<file path="config.mk">
export PLATFORM = sky130hd
export DESIGN_NAME = sipo_frame_rx
export DESIGN_NICKNAME = d
export VERILOG_FILES = /design/src/rtl/sipo_frame_rx.sv
export SDC_FILE = /design/constraint.sdc
export NUM_CORES = 1
export LEC_CHECK = 0
export ABC_CLOCK_PERIOD_IN_PS = 4040
export CORE_MARGIN = 5
export CORE_UTILIZATION = 55
export CTS_CLUSTER_SIZE = 10
export DETAILED_ROUTE_END_ITERATION = 12
export GPL_TIMING_DRIVEN = 0
export PLACE_DENSITY = 0.81
export REMOVE_ABC_BUFFERS = 1
export SLEW_MARGIN = 20
export SYNTH_ARGS = -nofsm -noshare
export SYNTH_HDL_FRONTEND = slang
export SYNTH_SLANG_ARGS = --single-unit
</file>
<file path="constraint.sdc">
create_clock -name clk -period 4.04 [get_ports clk]
set_input_delay 0.808 -clock clk [delete_from_list [all_inputs] [get_ports clk]]
set_output_delay 0.808 -clock clk [all_outputs]
set_load 0.01 [all_outputs]
</file>
<file path="src/rtl/sipo_frame_rx.sv">
// Framed serial-to-parallel receiver: start, n data bits, optional even parity, stop.
// Bit timing comes from the external strobe en; the word is offered on a valid/rdy handshake.
module sipo_frame_rx #(
  parameter int n      = 4,
  parameter bit PAR_EN = 1'b1
) (
  input  logic         clk,
  input  logic         rst,
  input  logic         en,
  input  logic         sin,
  input  logic         msb_first,
  input  logic         rdy,
  output logic [n-1:0] q,
  output logic         valid,
  output logic         perr,
  output logic         ferr,
  output logic         ovr,
  output logic         busy
);

  localparam int CW = $clog2(n);

  typedef enum logic [2:0] {IDLE, DATA, PARITY, STOP, WAIT_IDLE} state_t;

  state_t        state;
  logic [CW-1:0] cnt;
  logic          msb;
  logic [n-1:0]  sr;
  logic          pbad;

  always_ff @(posedge clk or negedge rst) begin
    if (!rst) begin
      state <= IDLE;
      cnt   <= '0;
      msb   <= 1'b0;
      sr    <= '0;
      pbad  <= 1'b0;
      q     <= '0;
      valid <= 1'b0;
      perr  <= 1'b0;
      ferr  <= 1'b0;
      ovr   <= 1'b0;
      busy  <= 1'b0;
    end else begin
      ferr <= 1'b0;
      // Consume first; a word loaded on the same edge overrides valid below.
      if (valid && rdy) begin
        valid <= 1'b0;
        ovr   <= 1'b0;
      end
      if (en) begin
        case (state)
          IDLE: if (!sin) begin
            state <= DATA;
            busy  <= 1'b1;
            cnt   <= '0;
            msb   <= msb_first;
          end
          DATA: begin
            sr  <= msb ? {sr[n-2:0], sin} : {sin, sr[n-1:1]};
            cnt <= cnt + CW'(1);
            if (cnt == CW'(n-1)) state <= PAR_EN ? PARITY : STOP;
          end
          PARITY: begin
            pbad  <= (^sr) ^ sin;
            state <= STOP;
          end
          STOP: if (sin) begin
            q     <= sr;
            valid <= 1'b1;
            perr  <= PAR_EN ? pbad : 1'b0;
            if (valid && !rdy) ovr <= 1'b1;
            state <= IDLE;
            busy  <= 1'b0;
          end else begin
            ferr  <= 1'b1;
            state <= WAIT_IDLE;
          end
          // A low line here is the tail of a broken frame, not a new start bit.
          WAIT_IDLE: if (sin) begin
            state <= IDLE;
            busy  <= 1'b0;
          end
          default: begin
            state <= IDLE;
            busy  <= 1'b0;
          end
        endcase
      end
    end
  end

endmodule

</file>
==> results.md <==
* Outcome: completed
* Clk pwr share at 0.144
* Worst Skew at 5.17 ps
* Number of synthesized register bits at 20
* Reg clk slew, reported paths at 100 ps
* Share of power burned in registers at 0.452
* Worst endpoint data arrival time at 2460 ps
* Via density at 5.42
* Initial antenna violation count at 0
* Slowest stage delay, CP at 690 ps
* Startpoint types: input port
* Layout cell share with drive strength beyond 1 at 0.172
* H-tree depth at 1
* Buf/Inv on CP at 2
* CP top delay family: buffers and inverters
* Area Growth Syn to Fin at 15.8%
* CTS tree: yes
* Post-CTS sizing at 0
* Post-CTS setup buffers at 0
* Leak at 0.514 nW
* N_diodes at 0
* Worst endpoint required time at 4230 ps
* Final worst path period share at 0.564
* Cell Chain, Critical Path: clkdlybuf4s50_1 -> inv_1 -> or3_1 -> mux2_4
* Vias post-DR at 640
* Detailed Route Iter0 Violations at 7
* Slew @ Worst Pin at 879 ps
* Fin. Hold Viols at 0
* Nets at 101
* Comb power frac at 0.404
* Psw at 0.253 mW
* Clock sink count at 20
* Worst skew pair latency at 290 ps
* CTS Buf Count at 3
* Row count at 15
* Power Density at 693 mW/mm^2
* First-pass GRT wire length at 2760 um
* Vias in the first global route at 607
* Initial Util at 0.574
* Post-route core utilization at 0.665
* Antenna Nets Post-Route at 0
* Hold_buf cts at 0
* Longest Clk Path Bufs at 2
* Worst VDD drop at 344 uV
* Die X at 52.2 um
* DP Area at 0.00110 sq mm
* Mapped Area at 981 sq um
* Final min period at 2280 ps
* Hold_ws at 521 ps
* Worst slew margin at 0.412
* Core footprint at 0.00171 sq mm
* Drt drc at 0
* Routed len/inst at 13.8 um
* YS warnings at 0
* Crit Path Class: in -> reg
* Die ar. at 0.00273 sq mm
* Initial DRT Pass Iterations at 4
* Avg Cell Area, Syn at 12.1 sq um
* Sequential area share after synthesis at 0.510
* Cell variety after synth at 34
* Pin count of the biggest net entering global routing at 21
* Levels on crit path at 4
* Crit path max fanout at 10
* RSZ-0062 raised after global routing: false
* IO Pins at 15
* Crit-path slowest cell: clkdlybuf4s50_1
* Final HPWL DP at 1220 um
* Hold Path Cell Cnt at 1
* Crit path capture type: flip-flop
* Grt ovf at 0
* Drt total wl at 1630 um
* Sum Neg Setup Slack at 0 ps
* Gr usage total at 0.140
* Synth Instances at 81
* Setup violations, final at 0
* Root Buffer: clkbuf_4
* Final Max Slew Viols at 0
* Hold Crit Class: reg -> reg
* Final GP Congestion at 0.748
* Number of port buffers at 14
* F_max at 439 MHz
* Die height at 52.2 um
* Max-Cap Viols at 0
* Internal at 0.534 mW
* Design Area, Final at 0.00114 sq mm
* Sw Share at 0.322
* R2R cell count at 3
## cell usage in the layout, fill, tap and decap left out, types with 2 or more instances in the layout
cell type / instances
a21oi_1: 5
clkbuf_4: 3
clkdlybuf4s50_1: 14
dfrtp_1: 20
inv_1: 7
mux2_2: 3
mux2_4: 5
mux2i_1: 4
nand2_1: 2
nor2_1: 4
nor2b_1: 2
nor3_1: 2
o21ai_0: 2
o22ai_1: 2
## metal layers
metal,wire (um),GRT usage,up-vias
li1,-,-,306
met1,750,0.181,316
met2,783,0.215,14
met3,70,0.0313,4
met4,26,0.0766,0
met5,0,0,-
## state kept, by name, summed over array words and instances, names as in the netlist, 2 cells and up, named ones only
register and cells:
q 4, sr 4, state 3, cnt 2
## power by group through the flow
| stage | combinational, mW | sequential, mW | clock [mW] |
|---|---|---|---|
| after global placement | 0.308 | 0.354 | 0 |
| after global routing | 0.351 | 0.371 | 0.127 |
| final | 0.318 | 0.356 | 0.113 |
| after detailed placement | 0.323 | 0.361 | 0 |
| after floorplan | 0.203 | 0.357 | 0 |
| after CTS | 0.323 | 0.357 | 0.118 |
## through the flow
step | cells | power [mW] | setup WS (ps)
floorplan | 75 | 0.561 | 2260
detailed placement | 114 | 0.683 | 1450
global placement | 114 | 0.662 | 1460
global route | 118 | 0.848 | 1690
finish | 118 | 0.787 | 1760
CTS | 118 | 0.798 | 1770
## cells by family (layout without fill, tap and decap cells)
| logic type | after synthesis | after routing | synth area share |
|---|---|---|---|
| compound gates | 17 | 17 | 0.117 |
| xor+xnor | 3 | 3 | 0.0408 |
| fa+ha+maj | 1 | 1 | 0.0128 |
| buf+inv | 13 | 25 | 0.0804 |
| flops | 20 | 20 | 0.510 |
| mux | 12 | 12 | 0.152 |
| simple gates | 15 | 15 | 0.0867 |
## Yosys cell counts
| library cell | instances | share of area |
|---|---|---|
| buf_2 | 1 | 0.0051 |
| xnor3_1 | 1 | 0.023 |
| xor2_1 | 1 | 0.0089 |
| nand2b_2 | 1 | 0.0089 |
| and4bb_2 | 1 | 0.013 |
| a311oi_1 | 1 | 0.0089 |
| a31oi_1 | 1 | 0.0064 |
| o31ai_1 | 1 | 0.0077 |
| or3_1 | 1 | 0.0064 |
| nor4_1 | 1 | 0.0064 |
| mux2i_1 | 4 | 0.041 |
| a211o_1 | 1 | 0.0089 |
| clkbuf_8 | 1 | 0.014 |
| ha_1 | 1 | 0.013 |
| a32oi_1 | 1 | 0.0089 |
| a22o_1 | 1 | 0.0089 |
| o22ai_1 | 2 | 0.013 |
| xnor2_1 | 1 | 0.0089 |
| buf_6 | 2 | 0.023 |
| nand2b_1 | 1 | 0.0064 |
| mux2_4 | 5 | 0.077 |
| buf_4 | 1 | 0.0077 |
| inv_1 | 7 | 0.027 |
| nor2b_1 | 2 | 0.013 |
| nor3_1 | 2 | 0.010 |
| nor2_1 | 4 | 0.015 |
| mux2_2 | 3 | 0.034 |
| o21ai_0 | 2 | 0.010 |
| dfrtp_1 | 20 | 0.51 |
| buf_1 | 1 | 0.0038 |
| nand2_1 | 2 | 0.0077 |
| a21o_2 | 1 | 0.0089 |
| a211o_2 | 1 | 0.010 |
| a21oi_1 | 5 | 0.026 |
## worst paths after layout
kind,start,endpoint,slack (ps)
max reg2reg,state[2]$_DFFE_PN0P_,q[0]$_DFFE_PN0P_,2390
min in group asynchronous,rst,valid$_DFF_PN0_,1000
min reg2reg,q[1]$_DFFE_PN0P_,q[1]$_DFFE_PN0P_,520
min,q[1]$_DFFE_PN0P_,q[1]$_DFFE_PN0P_,520
max,sin,q[0]$_DFFE_PN0P_,1760
max in group asynchronous,rst,sr[1]$_DFFE_PN0P_,2500
## layout make-up
cell class / count / area [sq um]
well taps: 25 / 31.3
inverters: 7 / 26.3
fillers: 129 / 572
flip-flops and latches: 20 / 500
clock buffers: 4 / 36.3
repair buffers: 14 / 140
multi-input cells: 48 / 402
No activity file was read; power rests on OpenSTA's default activity.
